### src/rtl/uart_rx.sv
// uart_rx: 8N1 UART receiver, LSB first, run-time clocks-per-bit, framing-error strobe.
module uart_rx #(
    parameter int UART_DATA_WIDTH   = 8,
    parameter int CONFIG_DATA_WIDTH = 32
) (
    input  logic                         i_Clock,
    input  logic                         i_Reset,
    input  logic [CONFIG_DATA_WIDTH-1:0] uart_config_data,
    input  logic                         i_Rx_Serial,
    output logic                         o_Rx_DV,
    output logic [UART_DATA_WIDTH-1:0]   o_Rx_Byte,
    output logic                         o_Rx_Active,
    output logic                         o_Rx_Frame_Err
);
    localparam int IW = $clog2(UART_DATA_WIDTH);
    typedef enum logic [2:0] {IDLE, START, DATA, STOP, CLEANUP, WAIT_IDLE} state_t;
    state_t state_q, state_d;
    logic meta_q, rx_s_q;
    logic [CONFIG_DATA_WIDTH-1:0] cfg_q, cfg_d, cnt_q, cnt_d, half;
    logic [IW-1:0] idx_q, idx_d;
    logic [UART_DATA_WIDTH-1:0] shift_q, shift_d, byte_q, byte_d;
    logic dv_q, dv_d, err_q, err_d, active_q, active_d;
    logic cnt_done;

    assign half     = cfg_q >> 1;
    assign cnt_done = cnt_q == cfg_q;

    always_comb begin
        state_d  = state_q;
        cfg_d    = cfg_q;
        cnt_d    = cnt_q;
        idx_d    = idx_q;
        shift_d  = shift_q;
        byte_d   = byte_q;
        dv_d     = 1'b0;
        err_d    = 1'b0;
        active_d = active_q;
        case (state_q)
            IDLE: begin
                cfg_d    = (uart_config_data < CONFIG_DATA_WIDTH'(4)) ? CONFIG_DATA_WIDTH'(3)
                                                                     : uart_config_data - CONFIG_DATA_WIDTH'(1);
                cnt_d    = '0;
                idx_d    = '0;
                active_d = !rx_s_q;
                state_d  = rx_s_q ? IDLE : START;
            end
            START: begin
                cnt_d = cnt_q + CONFIG_DATA_WIDTH'(1);
                if (cnt_q == half) begin
                    cnt_d    = '0;
                    active_d = !rx_s_q;
                    state_d  = rx_s_q ? IDLE : DATA;
                end
            end
            DATA: begin
                cnt_d = cnt_q + CONFIG_DATA_WIDTH'(1);
                if (cnt_done) begin
                    cnt_d          = '0;
                    shift_d[idx_q] = rx_s_q;
                    idx_d          = idx_q + IW'(1);
                    state_d        = (idx_q == IW'(UART_DATA_WIDTH - 1)) ? STOP : DATA;
                end
            end
            STOP: begin
                cnt_d = cnt_q + CONFIG_DATA_WIDTH'(1);
                if (cnt_done) begin
                    cnt_d   = '0;
                    byte_d  = rx_s_q ? shift_q : byte_q;
                    dv_d    = rx_s_q;
                    err_d   = !rx_s_q;
                    state_d = rx_s_q ? CLEANUP : WAIT_IDLE;
                end
            end
            CLEANUP: begin
                active_d = 1'b0;
                state_d  = IDLE;
            end
            WAIT_IDLE: begin
                // a held-low line must release before another start bit is honoured
                active_d = !rx_s_q;
                state_d  = rx_s_q ? IDLE : WAIT_IDLE;
            end
            default: state_d = IDLE;
        endcase
    end

    always_ff @(posedge i_Clock) begin
        if (i_Reset) begin
            meta_q   <= 1'b1;
            rx_s_q   <= 1'b1;
            state_q  <= IDLE;
            cfg_q    <= '0;
            cnt_q    <= '0;
            idx_q    <= '0;
            shift_q  <= '0;
            byte_q   <= '0;
            dv_q     <= 1'b0;
            err_q    <= 1'b0;
            active_q <= 1'b0;
        end else begin
            meta_q   <= i_Rx_Serial;
            rx_s_q   <= meta_q;
            state_q  <= state_d;
            cfg_q    <= cfg_d;
            cnt_q    <= cnt_d;
            idx_q    <= idx_d;
            shift_q  <= shift_d;
            byte_q   <= byte_d;
            dv_q     <= dv_d;
            err_q    <= err_d;
            active_q <= active_d;
        end
    end

    assign o_Rx_DV        = dv_q;
    assign o_Rx_Byte      = byte_q;
    assign o_Rx_Active    = active_q;
    assign o_Rx_Frame_Err = err_q;
endmodule

### config.mk
export PLATFORM = sky130hd
export DESIGN_NAME = uart_rx
export DESIGN_NICKNAME = d
export VERILOG_FILES = /design/src/rtl/uart_rx.sv
export SDC_FILE = /design/constraint.sdc
export NUM_CORES = 1
export LEC_CHECK = 0
export BUFFER_PORTS_ARGS = -buffer_cell sky130_fd_sc_hd__buf_4
export CORE_UTILIZATION = 30
export DETAILED_ROUTE_END_ITERATION = 8
export GPL_ROUTABILITY_DRIVEN = 0
export HOLD_SLACK_MARGIN = 0.05
export PLACE_DENSITY = 0.53
export SETUP_SLACK_MARGIN = 0.02
export SYNTH_ARGS = -nofsm -noshare
export SYNTH_HDL_FRONTEND = slang
export SYNTH_SLANG_ARGS = --single-unit
### constraint.sdc
create_clock -name i_Clock -period 2.1 [get_ports i_Clock]
set_clock_uncertainty 0.1 [all_clocks]
set_input_delay 0.105 -clock i_Clock [delete_from_list [all_inputs] [get_ports i_Clock]]
set_output_delay 0.105 -clock i_Clock [all_outputs]
set_load 0.05 [all_outputs]
==> flow_summary.toml <==
[critical_path]
worstSetupEndpointType = "register"
slowest_stage = "or4_4"
crit_required_ns = 2.28
r2r_end = "state_q[1]"
cp_max_fo = 2
crit_chain = "xor2_1 -> or4_4 -> nor4_4 -> buf_4 -> a211oi_2 -> or4_4 -> a211oi_2"
r2r-start = "cnt_q[9]"
crit_type = "register to register"
critPathLaunchType = "register"
rrSetupSlack_ns = -0.23
critPathMaxStageDelay_ns = 0.53
worstRegToRegCells = 7
crit_arrival_ns = 2.52

[synth]
ys_seq_elements = 91
synth_area_leaders = "dfxtp_1, xor2_1, xnor2_1"
synth_ff_type = "dfxtp_1"
yosysSeqAreaShare = 0.318
synth_edf_count = 0
synth_warnings = 0
avgSynthCellArea_um2 = 7.97
syn_area_mm2 = 0.00573
async_reset_ff_frac = 0
synth_area_leader_cell = "dfxtp_1"
synth_top_area_share = 0.318
syn_inst = 719
netlist-cell-type-count = 65
synth_nets = 758

[place]
dpl_cell_area_mm2 = 0.00725
numPortBuffers = 45
dp_hpwl_um = 13300
dp_slack_ns = -0.238

[pwr]
leakage_nw = 3.32
irDropWorstVdd_mv = 0.399
power.density_mw_per_mm2 = 511
finalPower_mw = 4.19

[sta]
min_period_ns = 2.33
slew_headroom = 0.529
min_period_over_period = 1.11
final_hold_viol_count = 0
setup_viol = 54
rsz0062_at_grt = "yes"
worst_pin_slew_ns = 0.707
fmax_mhz = 428
maxSlewViolCount = 0
worst_slack_ns = -0.234

[global_route]
gr-total-overflow = 0
antenna_found_initial = 0
grt_usage = 0.192
grt_pass1_vias = 5610
grt_max_degree = 36
grt_pass1_wl_um = 29700

[outcome]
violations = "setup timing"
status = "finished with violations"

[floorplanning]
initial_core_util = 0.306
die_h_um = 140
fp.dieW_um = 140
pin_count = 46
row_count = 50
core_area_mm2 = 0.0187
fp.dieArea_mm2 = 0.0197

[cts]
cts_buffers = 9
clk_latency_ns = 0.36
htreeDepth = 3
cts_num_sinks = 91
ctsRootBufferMaster = "clkbuf_16"
clockBufferDepth = 2
clkTransAtPathRegs_ns = 0.07
cts_tree = "built"

[final_layout]
final.fill_count = 1860
drive_gt1_frac = 0.346
final_area_mm2 = 0.00819
utilization = 0.438
areaGrowthSynthToFinish_pct = 43.0
diodes = 0
nets = 912

[detailed_routing]
wire_per_inst_um = 16.2
ant_nets = 0
drtIter0Drc = 248
dr_total_vias = 5828
dr.pass1.iters = 5
vias_per_cell = 5.24
drt_wl_total_um = 18000
drc_errors = 0

[worst_hold_path]
holdPathStages = 4
hold_end = "cfg_q[27]"
worstHoldStart = "uart_config_data[27]"
min_path_type = "input pin to register"

[flow_run]
maxCapViolCount = 0
-- layer usage --
layer | part of all wire | vias to the layer above | global-route usage
met4 | 0.024 | 0 | 0.0671
met2 | 0.46 | 125 | 0.310
met1 | 0.48 | 2770 | 0.257
met5 | 0 | - | 0
met3 | 0.039 | 31 | 0.0328
li1 | - | 2902 | -
-- synthesized netlist by cell type (all sizes together) (2+ instances only) --
library cell	n
nand4b	4
or3b	2
or4	10
o2111ai	5
mux2i	16
nor3	25
nor2b	5
nor2	48
nor4	30
nand3	24
a221oi	2
and4	7
nor3b	3
or3	7
a22oi	15
a21o	2
and3	6
o211ai	10
o221ai	3
xnor2	35
dfxtp	91
nand2	69
clkbuf	48
a21oi	38
buf	16
nand2b	5
or2	7
inv	13
xor2	54
ha	4
o31ai	3
a211oi	3
and2	5
o21ai	53
o22ai	2
nand3b	4
nand4	22
a31oi	7
-- where the power goes --
| group | leakage, nW | switching [mW] | internal, mW |
|---|---|---|---|
| logic | 2.42 | 0.324 | 0.307 |
| registers | 0.751 | 0.0660 | 1.78 |
| clock network | 0.152 | 0.848 | 0.864 |
| total | 3.32 | 1.24 | 2.95 |
-- worst max path at each step --
stage	cells after the start	endpoint	startpoint
finish	7	state_q[1]	cnt_q[9]
global route	7	state_q[1]	cnt_q[9]
CTS	7	state_q[1]	cnt_q[9]
detailed placement	9	cnt_q[24]	cnt_q[7]
global placement	9	cnt_q[24]	cnt_q[7]
floorplan	7	o_Rx_Byte[5]	cnt_q[29]
-- repair_timing --
| action | 4_1_cts | 5_1_grt |
|---|---|---|
| gates resized for setup | 82 | 22 |
| cloned | 2 | 0 |
| hold buffers | 19 | 0 |
| hold endpoints to repair | 28 | 0 |
| pin swaps | 16 | 8 |
| buffers inserted | 6 | 1 |
| setup endpoints to repair | 54 | 57 |
-- cell usage in the layout, fill, tap and decap left out, drive strengths merged, types with 25 or more instances in the layout --
cell / netlist / final
nor3: 25 / 25
xor2: 54 / 54
buf: 16 / 187
a21oi: 38 / 38
o21ai: 53 / 53
xnor2: 35 / 35
nor4: 30 / 30
dfxtp: 91 / 91
nor2: 48 / 48
nand2: 69 / 69
-- logic make-up after synthesis --
kind of cell	share of synthesized area
adder cells (fa/ha/maj)	0.00874
AND/OR/NAND/NOR	0.284
buffers and inverters	0.0537
flip-flops	0.318
multiplexers	0.0299
XOR/XNOR	0.136
AO/OA/AOI/OAI	0.169
-- registers in the layout (all words and copies together) (netlist names) --
signal / flops
cnt_q: 32
shift_q: 8
meta_q: 1
o_Rx_Frame_Err: 1
rx_s_q: 1
cfg_q: 32
state_q: 3
o_Rx_Byte: 8
o_Rx_Active: 1
o_Rx_DV: 1
idx_q: 3
-- cell type report --
type                            count  area, µm²  share of cell area
Multi-Input combinational cell    551       3930               0.480
Sequential cell                    91       1850               0.226
Timing Repair Buffer              207       1760               0.215
Tap cell                          234        293              0.0358
Clock buffer                        9        225              0.0275
Clock inverter                      7       83.8              0.0102
Inverter                           13       48.8             0.00596
-- worst max-delay path: cells and delay by family (launching register included) --
| kind | cells | cell delay, ns |
|---|---|---|
| flip-flops | 1 | 0.33 |
| buffers and inverters | 1 | 0.18 |
| XOR/XNOR | 1 | 0.16 |
| AO/OA/AOI/OAI | 2 | 0.23 |
| AND/OR/NAND/NOR | 3 | 1.25 |
-- per-stage QoR --
| stage | hold WS (ns) | instances | setup TNS (ns) |
|---|---|---|---|
| after CTS | 0.0607 | 1111 | -4.60 |
| after global placement | 0.191 | 1069 | -10.54 |
| after detailed placement | 0.193 | 1069 | -11.57 |
| after floorplan | 0.0952 | 719 | -1.55 |
| after global routing | 0.0835 | 1112 | -11.77 |
| final | 0.0658 | 1112 | -7.83 |
No activity file was read; power rests on OpenSTA's default activity.
